**src/rtl/tracker_pkg.sv**
```systemverilog
// Shared constants, FSM state encoding and overlay edge helper for the centroid tracker.
// Contents: active-area geometry, accumulator widths, reset centroid, state_t, on_edge().
// No ports; imported by mask_centroid_tracker.
package tracker_pkg;

   localparam int COORD_W  = 11;
   localparam int H_ACTIVE = 640;
   localparam int V_ACTIVE = 480;
   localparam int SUM_W    = 30;   // 639*640*480 fits in 30 bits
   localparam int CNT_W    = 19;   // 640*480 fits in 19 bits

   localparam logic [COORD_W-1:0] DEF_X = 11'd320;
   localparam logic [COORD_W-1:0] DEF_Y = 11'd240;

   typedef enum logic [2:0] {
      ST_IDLE,
      ST_CHECK,
      ST_DIV_X,
      ST_DIV_Y,
      ST_UPDATE
   } state_t;

   // True when c lies in one of the two 2-px bands (centre-half-2, centre-half]
   // or (centre+half, centre+half+2]. Done in signed arithmetic with two guard
   // bits so a box near 0 produces negative edges instead of wrapping.
   function automatic logic on_edge(input logic [COORD_W-1:0] c,
                                    input logic [COORD_W-1:0] centre,
                                    input logic [COORD_W-1:0] half);
      logic signed [COORD_W+1:0] cs;
      logic signed [COORD_W+1:0] lo;
      logic signed [COORD_W+1:0] hi;
      cs = $signed({2'b00, c});
      lo = $signed({2'b00, centre}) - $signed({2'b00, half});
      hi = $signed({2'b00, centre}) + $signed({2'b00, half});
      return ((cs > lo - 13'sd2) && (cs <= lo)) || ((cs > hi) && (cs <= hi + 13'sd2));
   endfunction

endpackage

```
**src/rtl/seq_divider.sv**
```systemverilog
// Restoring unsigned divider, one quotient bit per clock; DIVIDEND_W cycles from start to done.
// Ports: start (ignored while busy), dividend/divisor (sampled on start), quotient (valid with done),
//        busy (high while iterating), done (1-cycle pulse). Synchronous active-high rst aborts.
module seq_divider #(
   parameter int DIVIDEND_W = 30,
   parameter int DIVISOR_W  = 19
) (
   input  logic                  clk,
   input  logic                  rst,
   input  logic                  start,
   input  logic [DIVIDEND_W-1:0] dividend,
   input  logic [DIVISOR_W-1:0]  divisor,
   output logic [DIVIDEND_W-1:0] quotient,
   output logic                  busy,
   output logic                  done
);

   localparam int CW = $clog2(DIVIDEND_W + 1);

   // Dividend bits shift out of the top while quotient bits shift in at the bottom.
   logic [DIVIDEND_W-1:0] dvd_q;
   logic [DIVISOR_W:0]    rem_q;
   logic [DIVISOR_W-1:0]  dsr_q;
   logic [CW-1:0]         cnt_q;
   logic                  busy_q;
   logic                  done_q;

   logic [DIVISOR_W:0]    rem_sh;
   logic [DIVISOR_W:0]    rem_d;
   logic                  ge;

   always_comb begin
      rem_sh = {rem_q[DIVISOR_W-1:0], dvd_q[DIVIDEND_W-1]};
      // A set top remainder bit means the true shifted value exceeds the divisor.
      ge     = rem_q[DIVISOR_W] | (rem_sh >= {1'b0, dsr_q});
      rem_d  = ge ? (rem_sh - {1'b0, dsr_q}) : rem_sh;
   end

   always_ff @(posedge clk) begin
      if (rst) begin
         dvd_q  <= '0;
         rem_q  <= '0;
         dsr_q  <= '0;
         cnt_q  <= '0;
         busy_q <= 1'b0;
         done_q <= 1'b0;
      end else begin
         done_q <= 1'b0;
         if (start && !busy_q) begin
            dvd_q  <= dividend;
            rem_q  <= '0;
            dsr_q  <= divisor;
            cnt_q  <= CW'(DIVIDEND_W);
            busy_q <= 1'b1;
         end else if (busy_q) begin
            rem_q <= rem_d;
            dvd_q <= {dvd_q[DIVIDEND_W-2:0], ge};
            cnt_q <= cnt_q - CW'(1);
            if (cnt_q == CW'(1)) begin
               busy_q <= 1'b0;
               done_q <= 1'b1;
            end
         end
      end
   end

   assign quotient = dvd_q;
   assign busy     = busy_q;
   assign done     = done_q;

endmodule

```
**src/rtl/mask_centroid_tracker.sv**
```systemverilog
// Accumulates matching-pixel coordinates per frame, divides at frame end to get the centroid,
// and draws a registered 2-px box outline around it.
// Ports: vga_x/vga_y scan position, p_in mask (MASK_LAT cycles late); box_x/box_y centroid,
//        cen_valid / frame_drop pulses, target_lost level, overlay bit (1-cycle latency).
module mask_centroid_tracker
   import tracker_pkg::*;
#(
   parameter int MASK_LAT  = 2,
   parameter int MIN_COUNT = 64,
   parameter int HALF_BOX  = 50
) (
   input  logic               clk,
   input  logic               rst,
   input  logic [COORD_W-1:0] vga_x,
   input  logic [COORD_W-1:0] vga_y,
   input  logic [7:0]         p_in,
   output logic [COORD_W-1:0] box_x,
   output logic [COORD_W-1:0] box_y,
   output logic               cen_valid,
   output logic               target_lost,
   output logic               frame_drop,
   output logic               overlay
);

   localparam logic [COORD_W-1:0] HALF_C = COORD_W'(HALF_BOX);

   // Coordinate delay line so dx/dy line up with the late mask.
   logic [COORD_W-1:0] dx_q [MASK_LAT];
   logic [COORD_W-1:0] dy_q [MASK_LAT];
   logic [COORD_W-1:0] dx, dy;

   always_ff @(posedge clk) begin
      if (rst) begin
         for (int i = 0; i < MASK_LAT; i++) begin
            dx_q[i] <= '0;
            dy_q[i] <= '0;
         end
      end else begin
         dx_q[0] <= vga_x;
         dy_q[0] <= vga_y;
         for (int i = 1; i < MASK_LAT; i++) begin
            dx_q[i] <= dx_q[i-1];
            dy_q[i] <= dy_q[i-1];
         end
      end
   end

   assign dx = dx_q[MASK_LAT-1];
   assign dy = dy_q[MASK_LAT-1];

   // Accumulators; *_d includes the current pixel so the frame-end snapshot is complete.
   logic               hit, frame_end;
   logic [SUM_W-1:0]   xsum_q, ysum_q, xsum_d, ysum_d;
   logic [CNT_W-1:0]   cnt_q, cnt_d;

   assign hit       = (dx < COORD_W'(H_ACTIVE)) && (dy < COORD_W'(V_ACTIVE)) && (p_in != 8'd0);
   assign frame_end = (dx == COORD_W'(H_ACTIVE - 1)) && (dy == COORD_W'(V_ACTIVE - 1));
   assign xsum_d    = xsum_q + (hit ? SUM_W'(dx) : '0);
   assign ysum_d    = ysum_q + (hit ? SUM_W'(dy) : '0);
   assign cnt_d     = cnt_q + CNT_W'(hit);

   always_ff @(posedge clk) begin
      if (rst || frame_end) begin
         xsum_q <= '0;
         ysum_q <= '0;
         cnt_q  <= '0;
      end else begin
         xsum_q <= xsum_d;
         ysum_q <= ysum_d;
         cnt_q  <= cnt_d;
      end
   end

   // Single divider shared between x and y.
   state_t             state_q;
   logic [SUM_W-1:0]   snap_x_q, snap_y_q;
   logic [CNT_W-1:0]   snap_cnt_q;
   logic               start_q, div_start, div_busy, div_done;
   logic [SUM_W-1:0]   div_dvd, div_quot;
   logic [COORD_W-1:0] quot_c;

   assign div_start = start_q & ~div_busy;
   assign div_dvd   = (state_q == ST_DIV_Y) ? snap_y_q : snap_x_q;
   // The mean of in-frame coordinates always fits; the clamp only keeps upper bits meaningful.
   assign quot_c    = (|div_quot[SUM_W-1:COORD_W]) ? '1 : div_quot[COORD_W-1:0];

   seq_divider #(
      .DIVIDEND_W(SUM_W),
      .DIVISOR_W (CNT_W)
   ) u_div (
      .clk     (clk),
      .rst     (rst),
      .start   (div_start),
      .dividend(div_dvd),
      .divisor (snap_cnt_q),
      .quotient(div_quot),
      .busy    (div_busy),
      .done    (div_done)
   );

   logic [COORD_W-1:0] qx_q, qy_q, box_x_q, box_y_q;
   logic               cen_valid_q, target_lost_q, frame_drop_q;

   always_ff @(posedge clk) begin
      if (rst) begin
         state_q       <= ST_IDLE;
         snap_x_q      <= '0;
         snap_y_q      <= '0;
         snap_cnt_q    <= '0;
         start_q       <= 1'b0;
         qx_q          <= '0;
         qy_q          <= '0;
         box_x_q       <= DEF_X;
         box_y_q       <= DEF_Y;
         cen_valid_q   <= 1'b0;
         target_lost_q <= 1'b0;
         frame_drop_q  <= 1'b0;
      end else begin
         cen_valid_q  <= 1'b0;
         start_q      <= 1'b0;
         // A frame ending while a previous one is still in flight is discarded.
         frame_drop_q <= frame_end && (state_q != ST_IDLE);
         case (state_q)
            ST_IDLE: begin
               if (frame_end) begin
                  snap_x_q   <= xsum_d;
                  snap_y_q   <= ysum_d;
                  snap_cnt_q <= cnt_d;
                  state_q    <= ST_CHECK;
               end
            end
            ST_CHECK: begin
               if (snap_cnt_q < CNT_W'(MIN_COUNT)) begin
                  target_lost_q <= 1'b1;
                  state_q       <= ST_IDLE;
               end else begin
                  target_lost_q <= 1'b0;
                  start_q       <= 1'b1;
                  state_q       <= ST_DIV_X;
               end
            end
            ST_DIV_X: begin
               if (div_done) begin
                  qx_q    <= quot_c;
                  start_q <= 1'b1;
                  state_q <= ST_DIV_Y;
               end
            end
            ST_DIV_Y: begin
               if (div_done) begin
                  qy_q    <= quot_c;
                  state_q <= ST_UPDATE;
               end
            end
            ST_UPDATE: begin
               box_x_q     <= qx_q;
               box_y_q     <= qy_q;
               cen_valid_q <= 1'b1;
               state_q     <= ST_IDLE;
            end
            default: state_q <= ST_IDLE;
         endcase
      end
   end

   // Outline uses the live scan position and the currently held centre.
   logic overlay_q;

   always_ff @(posedge clk) begin
      if (rst) begin
         overlay_q <= 1'b0;
      end else begin
         overlay_q <= on_edge(vga_x, box_x_q, HALF_C) | on_edge(vga_y, box_y_q, HALF_C);
      end
   end

   assign box_x       = box_x_q;
   assign box_y       = box_y_q;
   assign cen_valid   = cen_valid_q;
   assign target_lost = target_lost_q;
   assign frame_drop  = frame_drop_q;
   assign overlay     = overlay_q;

endmodule

```
**config.mk**
```make
export PLATFORM = sky130hd
export DESIGN_NAME = mask_centroid_tracker
export DESIGN_NICKNAME = d
export VERILOG_FILES = /design/src/rtl/tracker_pkg.sv /design/src/rtl/seq_divider.sv /design/src/rtl/mask_centroid_tracker.sv
export SDC_FILE = /design/constraint.sdc
export NUM_CORES = 1
export LEC_CHECK = 0
export CELL_PAD_IN_SITES_DETAIL_PLACEMENT = 1
export CELL_PAD_IN_SITES_GLOBAL_PLACEMENT = 2
export CORE_MARGIN = 3
export CORE_UTILIZATION = 36
export CTS_CLUSTER_DIAMETER = 30
export DETAILED_ROUTE_END_ITERATION = 8
export DONT_BUFFER_PORTS = 1
export PLACE_DENSITY = 0.89
export SYNTH_ARGS = -nofsm -noshare
export SYNTH_HDL_FRONTEND = slang
export SYNTH_SLANG_ARGS = --single-unit
```
**constraint.sdc**
```tcl
create_clock -name clk -period 3.55 [get_ports clk]
set_input_delay 0.355 -clock clk [delete_from_list [all_inputs] [get_ports clk]]
set_output_delay 0.355 -clock clk [all_outputs]
set_load 0.01 [all_outputs]
```
==> results.toml <==
[outcome]
outcome = "finished, violations left"
failed_checks = "negative setup slack"

[yosys]
synth-edff-count = 0
post_synth.cell_area_avg_um2 = 8.19
synth-async-reset-ratio = 0
synth-main-ff-cell = "sky130_fd_sc_hd__dfxtp_1"
synth_top_cell_area_share = 0.372
post_synth_instance_area_mm2 = 0.0178
netlist_instances = 2172
cell_type_with_the_highest_aggregate_area_in_the_netlist = "sky130_fd_sc_hd__dfxtp_1"
ys_warn_count = 0
synth-seq-area-share = 0.372
netlist-cell-type-count = 92
synth_area_leaders = "sky130_fd_sc_hd__dfxtp_1 (37%), sky130_fd_sc_hd__ha_1 (8.6%), sky130_fd_sc_hd__nor2_1 (6.5%)"
synth.ff_latch_count = 330

[power_and_ir_drop]
leakage_nw = 8.98
ir_drop_v = 0.000315
powerDensity_mw_per_mm2 = 518
p_sw_frac = 0.222
power.share.combinational = 0.038
power_share_of_the_clock_group = 0.647
power_switching_mw = 2.68
sequentialPowerShare = 0.315
power.internal_mw = 9.37

[global_routing]
first_pass_grt_wire_length_um = 96400
antenna_found_initial = 0
grt_pass1_vias = 18062
grt_total_usage = 0.224
grt_start_max_net_pins = 127
globalRoute.totalOverflow = 0

[place]
i_o_buffers = 0
place.detailed.instances = 2778
post_dp_cell_area_mm2 = 0.0187
dp.final_hpwl_um = 37300
gp_congestion = 0.876
post-place-ws_ns = -0.0655

[route]
route.detailed.drc = 0
post_drt_via_cell_ratio = 5.57
detail_route.iter0.violations = 1131
wl_um = 63100
drt.antenna.violating_nets = 0
routed-via-count = 17066
routedWlPerCell_um = 20.6
firstDrtPassIters = 5

[critical_path]
worst_setup_path_end_kind = "flop"
worstReg2RegStart = "box_y[2]$_SDFFE_PP0P_"
timing.critical_path.fanout_max = 7
critPathKind = "flop to flop"
worstReg2RegEnd = "overlay$_SDFF_PP0_"
worst_path_largest_cell_delay_ns = 0.36
crit_path_cell_trace = "inv_4 > ha_1 > a21boi_4 > buf_6 > and4b_1 > a21oi_2 > buf_4 > nor4b_4 > xor2_1 > ha_1 > nand3_1 > o32ai_2 > a31oi_1 > a22oi_1 > nor2_1 > a221oi_2 > a41oi_2"
ff2ff_path_depth = 17
required_ns = 4.01
critical_path_arrival_ns = 4.06
critical_path.startpoint_type = "flop"
critical-path-top-cell-by-count = "sky130_fd_sc_hd__ha_1"
critical_path_buf_inv_count = 3
crit_slowest_cell = "sky130_fd_sc_hd__dfxtp_4"
timing.critical_path.max_delay_family = "compound AO/OA/AOI/OAI gates"
r2r_setup_slack_ns = -0.06

[floorplanning]
fp.dieW_um = 228
num_rows = 80
die_h_um = 228
boundaryPins = 58
start_util = 0.369
die_area_mm2 = 0.0521
core_area_mm2 = 0.0482

[run]
maxCapViolCount = 0

[clock_network]
worst_skew_pair.late_latency_ns = 0.60
clk_pin_slew_ns = 0.05
cts.path.max_buffers = 3
htree_levels = 3
cts-buffers-inserted = 82
clock-sinks = 330
cts_root_buffer = "sky130_fd_sc_hd__clkbuf_16"
cts_tree = "built"

[layout]
final_common_cell = "sky130_fd_sc_hd__dfxtp_1"
layout_common_cells = "sky130_fd_sc_hd__dfxtp_1 (320), sky130_fd_sc_hd__nor2_1 (306), sky130_fd_sc_hd__nand2_1 (227), sky130_fd_sc_hd__a21oi_1 (125), sky130_fd_sc_hd__dlygate4sd3_1 (122)"
final_cell_area_mm2 = 0.0233
syn_to_final_growth_pct = 30.8
final_util = 0.482
drive_above_1_share = 0.134
nFillCells = 5623
layout_nets = 2501
final_cell_count_no_fill = 3066

[min_path]
hold_path.class = "input pin to flop"
whs_endpoint = "overlay$_SDFF_PP0_"
hold-path-cell-count = 3
holdCritStartpoint = "vga_y[9]"

[timing]
grt_setup_unrepaired = "yes"
max_freq_mhz = 277
clock_skew_ns = 0.0333
tns_ns = -0.0672
min_period_over_period = 1.02
final-max-slew-violation-count = 0
max-slew-margin-rel = 0.227
finalSetupViolations = 2
worstMarginPinSlew_ns = 1.16
final_period_minus_worst_setup_slack_ns = 3.61
final.setup.worst_slack_ns = -0.0588
hold_viol = 0
-- stage by stage --
stage               power [mW]  hold WS [ns]
floorplan                 4.13         0.414
global placement          4.19         0.421
detailed placement        4.20         0.429
CTS                       12.0        0.0384
global route              12.4        0.0736
finish                    12.0        0.0623
-- routing by layer --
layer | vias to the layer above | GRT usage | share of wire
li1 | 7991 | - | -
met1 | 8507 | 0.276 | 0.43
met2 | 430 | 0.391 | 0.49
met3 | 138 | 0.0394 | 0.043
met4 | 0 | 0.0817 | 0.032
met5 | - | 0 | 0
-- worst max path at each step --
stage | startpoint | endpoint | slack, ns | cells past startpoint
after floorplan | box_y[3]$_SDFFE_PP0P_ | overlay$_SDFF_PP0_ | 0.07 | 17
after global placement | dx_q[0][19]$_SDFF_PP0_ | snap_x_q[26]$_SDFFE_PP0P_ | 0.09 | 16
after detailed placement | dx_q[0][19]$_SDFF_PP0_ | snap_x_q[20]$_SDFFE_PP0P_ | -0.07 | 16
after CTS | box_y[2]$_SDFFE_PP0P_ | overlay$_SDFF_PP0_ | 0.0002 | 17
after global routing | box_y[2]$_SDFFE_PP0P_ | overlay$_SDFF_PP0_ | -0.25 | 17
final | box_y[2]$_SDFFE_PP0P_ | overlay$_SDFF_PP0_ | -0.06 | 17
-- worst min-delay path, delay by kind of cell --
kind / cells / cell delay (ns)
AOI/OAI and AO/OA: 2 / 0.20
and+or+nand+nor: 1 / 0.03
-- layout make-up --
class	instances	area (um2)	share of cell area
multi-input cells	1649	10700	0.461
flip-flops and latches	330	6630	0.285
clock buffers	106	2330	0.100
repair buffers	208	1920	0.0826
well taps	656	821	0.0353
clock inverters	43	552	0.0237
inverters	73	277	0.0119
diodes	1	2.50	0.000108
-- what timing repair did --
action | in CTS | in global routing
pin swaps | 1 | 21
resized for setup | 9 | 77
gates cloned | 0 | 1
hold buffers | 123 | 0
endpoints found under the hold margin | 218 | 0
endpoints found under the setup margin | 21 | 47
buffers inserted | 0 | 14
-- synthesized netlist by cell type, types with 6 or more instances --
master,instances
sky130_fd_sc_hd__nand2b_1,13
sky130_fd_sc_hd__a21o_1,13
sky130_fd_sc_hd__a21oi_1,135
sky130_fd_sc_hd__and2_1,26
sky130_fd_sc_hd__nand4_1,24
sky130_fd_sc_hd__xor2_1,63
sky130_fd_sc_hd__a2111oi_0,7
sky130_fd_sc_hd__xnor2_1,80
sky130_fd_sc_hd__a211oi_1,92
sky130_fd_sc_hd__buf_2,6
sky130_fd_sc_hd__and3_1,27
sky130_fd_sc_hd__buf_1,12
sky130_fd_sc_hd__clkbuf_1,95
sky130_fd_sc_hd__and4_1,7
sky130_fd_sc_hd__o211ai_1,14
sky130_fd_sc_hd__o22ai_1,6
sky130_fd_sc_hd__buf_4,8
sky130_fd_sc_hd__a31oi_1,11
sky130_fd_sc_hd__inv_1,71
sky130_fd_sc_hd__ha_1,122
sky130_fd_sc_hd__nand2_1,228
sky130_fd_sc_hd__mux2i_1,8
sky130_fd_sc_hd__nand3_1,86
sky130_fd_sc_hd__nor4_1,14
sky130_fd_sc_hd__nor2_1,308
sky130_fd_sc_hd__o21a_1,25
sky130_fd_sc_hd__dfxtp_1,330
sky130_fd_sc_hd__o21ai_0,59
sky130_fd_sc_hd__nor2b_1,66
sky130_fd_sc_hd__nor3_1,52
sky130_fd_sc_hd__nand3b_1,6
sky130_fd_sc_hd__a311oi_1,38
sky130_fd_sc_hd__or3_1,13
-- registers in the layout (all words and copies together), names as in the netlist, 20 cells and up --
name and flops:
dx_q 22, dy_q 22, snap_x_q 30, snap_y_q 30, u_div.quotient 30, u_div.rem_q 20
xsum_q 30, ysum_q 30
-- power by group through the flow --
stage / Sequential, mW / Combinational [mW] / Clock, mW
after floorplan: 3.85 / 0.281 / 0
after global routing: 3.80 / 0.500 / 8.11
final: 3.80 / 0.453 / 7.80
after CTS: 3.79 / 0.407 / 7.85
after global placement: 3.86 / 0.327 / 0
after detailed placement: 3.86 / 0.344 / 0
-- cell families (layout without fill, tap and decap cells) --
group	count (synthesis)	count (layout)	synth area share
buffers and inverters	195	430	0.0437
adders and majority gates	127	127	0.0904
AOI/OAI and AO/OA	459	459	0.176
other	1	4	0.000211
and+or+nand+nor	907	907	0.242
DFF	330	330	0.372
muxes	8	8	0.00450
xor gates and xnor gates	145	145	0.0723
Power figures use the tool's default switching activity.
